==> src/rtl/adsr_env.sv <==
// -----------------------------------------------------------------------------
// adsr_env
//   ADSR envelope generator feeding the amplitude multiplier's signed ctrl
//   input. A rising gate starts (or retriggers) the envelope and a low gate
//   sends it to release. The level is stepped once per sample_en strobe and is
//   clamped to 0..2^(WIDTH-1)-1, so env_out never goes negative and never wraps.
//
// Ports
//   clk           system clock
//   reset         asynchronous, active-high reset
//   sample_en     one-clk strobe per audio sample; the envelope steps only on it
//   gate          note gate, level-sensitive, sampled every clk
//   attack_rate   unsigned increment per tick in ATTACK
//   decay_rate    unsigned decrement per tick in DECAY
//   sustain_lvl   unsigned sustain level, followed live while in SUSTAIN
//   release_rate  unsigned decrement per tick in RELEASE
//   env_out       registered signed gain {1'b0, level}
//   state         0 IDLE, 1 ATTACK, 2 DECAY, 3 SUSTAIN, 4 RELEASE
//   busy          1 whenever state != IDLE
//   done          one-clk pulse on the RELEASE -> IDLE transition
// -----------------------------------------------------------------------------
module adsr_env #(
  parameter int WIDTH = 18
) (
  input  logic             clk,
  input  logic             reset,
  input  logic             sample_en,
  input  logic             gate,
  input  logic [WIDTH-2:0] attack_rate,
  input  logic [WIDTH-2:0] decay_rate,
  input  logic [WIDTH-2:0] sustain_lvl,
  input  logic [WIDTH-2:0] release_rate,
  output logic [WIDTH-1:0] env_out,
  output logic [2:0]       state,
  output logic             busy,
  output logic             done
);

  localparam int M = WIDTH - 1;

  typedef enum logic [2:0] {
    IDLE    = 3'd0,
    ATTACK  = 3'd1,
    DECAY   = 3'd2,
    SUSTAIN = 3'd3,
    RELEASE = 3'd4
  } state_t;

  localparam logic [M-1:0] LEVEL_MAX = '1;

  state_t       state_q;
  logic [M-1:0] level;
  logic         gate_d;
  logic         armed;
  logic         rise;
  logic         gate_low_active;
  logic [M:0]   atk_sum;
  logic [M:0]   dec_floor;

  // A gate that is already high when reset lifts must not start a note, so a
  // rising edge only counts once the gate has been seen low after reset.
  assign rise = gate & ~gate_d & armed;

  assign gate_low_active = ~gate &
    ((state_q == ATTACK) || (state_q == DECAY) || (state_q == SUSTAIN));

  // One bit of headroom so the attack sum and decay threshold cannot wrap
  // before they are compared against the limits.
  assign atk_sum   = {1'b0, level} + {1'b0, attack_rate};
  assign dec_floor = {1'b0, sustain_lvl} + {1'b0, decay_rate};

  always_ff @(posedge clk or posedge reset) begin
    if (reset) begin
      state_q <= IDLE;
      level   <= '0;
      busy    <= 1'b0;
      done    <= 1'b0;
      gate_d  <= 1'b0;
      armed   <= 1'b0;
    end else begin
      // NOTE: non-blocking assignments throughout, so every branch below sees
      // the pre-edge values of state_q, level and gate_d.
      gate_d <= gate;
      armed  <= armed | ~gate;
      done   <= 1'b0;

      if (rise) begin
        // Retrigger keeps the current level; no step on this clk.
        state_q <= ATTACK;
        busy    <= 1'b1;
      end else if (gate_low_active) begin
        state_q <= RELEASE;
        busy    <= 1'b1;
      end else if (sample_en) begin
        unique case (state_q)
          IDLE: begin
            level <= '0;
          end
          ATTACK: begin
            if (atk_sum >= {1'b0, LEVEL_MAX}) begin
              level   <= LEVEL_MAX;
              state_q <= DECAY;
            end else begin
              level <= atk_sum[M-1:0];
            end
          end
          DECAY: begin
            if ({1'b0, level} <= dec_floor) begin
              level   <= sustain_lvl;
              state_q <= SUSTAIN;
            end else begin
              level <= level - decay_rate;
            end
          end
          SUSTAIN: begin
            level <= sustain_lvl;
          end
          RELEASE: begin
            if (level <= release_rate) begin
              level   <= '0;
              state_q <= IDLE;
              busy    <= 1'b0;
              done    <= 1'b1;
            end else begin
              level <= level - release_rate;
            end
          end
          default: begin
            // Unused encodings fall back to a silent idle.
            level   <= '0;
            state_q <= IDLE;
            busy    <= 1'b0;
          end
        endcase
      end
    end
  end

  assign env_out = {1'b0, level};
  assign state   = state_q;

endmodule

==> config.mk <==
export PLATFORM = sky130hd
export DESIGN_NAME = adsr_env
export DESIGN_NICKNAME = d
export VERILOG_FILES = /design/src/rtl/adsr_env.sv
export SDC_FILE = /design/constraint.sdc
export NUM_CORES = 1
export LEC_CHECK = 0
export ABC_AREA = 1
export CAP_MARGIN = 20
export CORE_MARGIN = 2
export CORE_UTILIZATION = 47
export DETAILED_ROUTE_END_ITERATION = 12
export HOLD_SLACK_MARGIN = 0.1
export PLACE_DENSITY = 0.74
export SLEW_MARGIN = 20
export SYNTH_ARGS = -nofsm -noshare
export SYNTH_HDL_FRONTEND = slang
export SYNTH_SLANG_ARGS = --single-unit
export TNS_END_PERCENT = 1
==> constraint.sdc <==
create_clock -name clk -period 2.3 [get_ports clk]
set_input_delay 0.46 -clock clk [delete_from_list [all_inputs] [get_ports clk]]
set_output_delay 0.46 -clock clk [all_outputs]
set_load 0.01 [all_outputs]
==> impl_results.md <==
* Number of nets in the finished design at around 1,500
* Crit Reg-Reg Startpoint: level[0]$_DFFE_PP0P_
* Global route overflow at 0
* Average cell area after synthesis at 5.82 um^2
* Hold Crit Depth at 2
* Number of antenna diodes at 0
* Slowest Stage Delay on Critical Path at about 0.31 ns
* Worst Clk Skew at around 0.010 ns
* Count of warnings emitted by yosys at 0
* Final Hold Fails at 0
* Antenna violation net count after detailed routing at 0
* Cell Rows at 40
* Worst Hold Launch: armed$_DFF_PP0_
* Clock root buffer: clkbuf_16
* Buffers from clock root to sink, at most at 2
* Power density normalized to cell area at between 1000 and 1500 nW/um^2
* Largest area contributor in the netlist: nand2_1
* Crit start category: primary input
* Clock buffer count from CTS at 3
* Hold/Removal Path Class: reg2reg
* Maximum vdd ir drop at around 0.56 mV
* Failing checks: setup timing
* Fmax achieved at approximately 290 MHz
* Initial Util at 0.485
* Routed WL per cell at 14.9 um
* Largest net degree at the start of global routing at 25
* RSZ-0062 raised after global routing: true
* R2r endpoint: level[10]$_DFFE_PP0P_
* TritonCTS Sinks at 24
* Die X at 116 um
* I/O Pins at 95
* Worst max-slew margin expressed relative to the limit at 0.560
* Total die area at ~13,000 um^2
* Instance count of the mapped netlist at 1,004
* P&R area growth vs syn at 56.9%
* Leakage dissipation at approximately 5 nW
* Final number of setup-violating endpoints at 21
* Period utilization at 1.50
* Via count of the first global-routing pass at 7,235
* DP Worst Slack at -1.74 ns
* Class of the most critical setup path: in2reg
* Met2 WL at about 10,000 um
* Height of the die at ~120 um
* First-pass GRT wire length at between 30,000 and 40,000 um
* Hold_buf cts at 0
* Final instance area at just over 9000 um^2
* Top layer in use: met4
* Placed instance area at 8580 um^2
* Final max-slew violation count at 0
* Slowest cell on the critical path: ha_1
* Result of the run: finished with violations
* Nature of the critical path endpoint: flip-flop
* CTS tree: done
* Routability congestion estimate at 1.02
* Required time of the worst setup path at between 2 and 2.5 ns
* Port buffer count at slightly above 90
* Top cell type's share of synthesized area at 0.212
* Initial antenna violation count at 0
* Filler cell count in the final layout at approximately 900
* Sequential cell area fraction in the yosys report at 0.103
* H-tree depth at 1
* R2R Setup Slk at -0.48 ns
* 1st-iter DRT viols at ~650
* Clock insertion delay at the later pin of the skew report at around 0.27 ns
* Slew at the pin with the worst max-slew slack at around 0.65 ns
* Syn nets at 1,164
* Vias per cell at 5.26
* Final worst slack at -1.15 ns
* Netlist cell types at 40
* Most common cell on crit path: nand2_1
* R2R cell count at 16
* Mapped Area at roughly 5800 um^2
* Length of routed met3 wiring at 1740 um
* Detailed-route wire length at 22,000 um
* Total vias in the final route at 7,785
* Cell types with the largest area share after synthesis: nand2_1, ha_1, inv_1
* Hold Path End: armed$_DFF_PP0_
* Data arrival, critical path at 3.61 ns
* Critical path peak fanout at 6
* Combined global-route utilization of all metal layers at 0.316
* Met1 layer wirelength in the final routing at 9010 um
* Proportion of layout cells with a drive suffix above 1 at 0.255
* Core area at 12,100 um^2
* HPWL after detailed placement at 17,500 um
* Post-CTS clock slew at the launch and capture registers of the worst setup and hold paths at ~0.070 ns
* Flops & latches, synth at 24
* Number of iterations in the first detailed-routing pass at 6
* Time the worst path needs with I/O delays and setup at 3.45 ns
* Maximum Capacitance Violations at 0
* DRC at 0
layer usage:
metal,global-route usage,vias up
li1,-,3880
met1,0.403,3477
met5,0,-
met3,0.0272,66
met2,0.556,362
met4,0.112,0
layout make-up:
| cell class | instances | area (um^2) | area share |
|---|---|---|---|
| inverters | 165 | 627 | 0.0683 |
| multi-input cells | 807 | 5010 | 0.546 |
| clock inverters | 1 | 30.0 | 0.00327 |
| well taps | 168 | 210 | 0.0229 |
| clock buffers | 3 | 75.1 | 0.00818 |
| flip-flops and latches | 24 | 601 | 0.0655 |
| repair buffers | 313 | 2620 | 0.286 |
critical path, delay by kind of cell:
family,cells,cell delay [ns]
compound gates,5,0.74
simple gates,12,1.00
xor+xnor,1,0.18
buf+inv,5,0.53
fa+ha+maj,3,0.69
stage by stage:
step                      hold slack, ns  utilization  std cells  TNS (ns)  power (mW)
final                              0.457        0.761       1481    -21.35        9.25
after global routing               0.474        0.761       1481    -25.34        10.1
after CTS                          0.463        0.738       1479    -19.68        8.86
after detailed placement           0.447        0.712       1469    -34.16        8.13
after global placement             0.436        0.712       1469    -31.55        7.98
after floorplan                    0.414            -       1004    -17.83        4.77
logic make-up after synthesis:
logic type	after synthesis	share of synthesized area
flip-flops	24	0.103
other	1	0.000641
AO/OA/AOI/OAI	147	0.139
XOR/XNOR	43	0.0644
AND/OR/NAND/NOR	526	0.379
buffers and inverters	175	0.120
adder cells (fa/ha/maj)	88	0.193
Yosys cell counts (all sizes together):
library cell	number
a211oi	3
a21boi	2
a21o	5
a21oi	70
a22oi	2
a31oi	5
and2	2
buf	10
clkinv	1
conb	1
dfrtp	24
fa	4
ha	84
inv	164
nand2	339
nand3	90
nand3b	5
nand4	12
nor2	64
nor3	7
nor3b	1
nor4	3
o2111ai	2
o21a	2
o21ai	51
o21bai	3
o311ai	1
o31ai	1
or2	3
xnor2	22
xor2	21
power breakdown:
group          total, mW  leakage [nW]  switching [mW]  internal (mW)
combinational       7.90          4.78            4.15           3.75
clock              0.502        0.0511           0.155          0.346
sequential         0.849         0.311           0.271          0.578
registers in the layout (all words and copies together), names as in the netlist:
register  cells
busy          1
done          1
armed         1
state         3
gate_d        1
level        17
cell usage in the layout, fill, tap and decap left out, types with 7 or more instances in the layout:
cell,instances
o21ai_0,41
a21oi_1,59
nor2_1,56
xor2_1,21
nand4_1,12
inv_1,157
clkdlybuf4s50_1,66
clkbuf_2,7
dfrtp_1,24
buf_4,211
ha_1,71
a21oi_2,10
nand2_1,310
ha_4,13
xnor2_1,21
o21ai_1,8
nand2_2,26
nand3_1,82
dlymetal6s2s_1,9
worst max path at each step:
stage | from | end | cells past startpoint
detailed placement | sustain_lvl[0] | level[15]$_DFFE_PP0P_ | 27
finish | decay_rate[0] | level[16]$_DFFE_PP0P_ | 26
floorplan | decay_rate[0] | level[12]$_DFFE_PP0P_ | 26
global placement | sustain_lvl[0] | level[14]$_DFFE_PP0P_ | 27
CTS | sustain_lvl[0] | state[1]$_DFFE_PP0P_ | 28
global route | decay_rate[8] | level[16]$_DFFE_PP0P_ | 25
timing repair:
action,in CTS,in global routing
pin swaps,43,46
resized for setup,89,80
setup buffers,4,2
endpoints found under the hold margin,0,0
setup endpoints to repair,21,21
gates cloned,2,0
(Power assumes the default switching activity.)
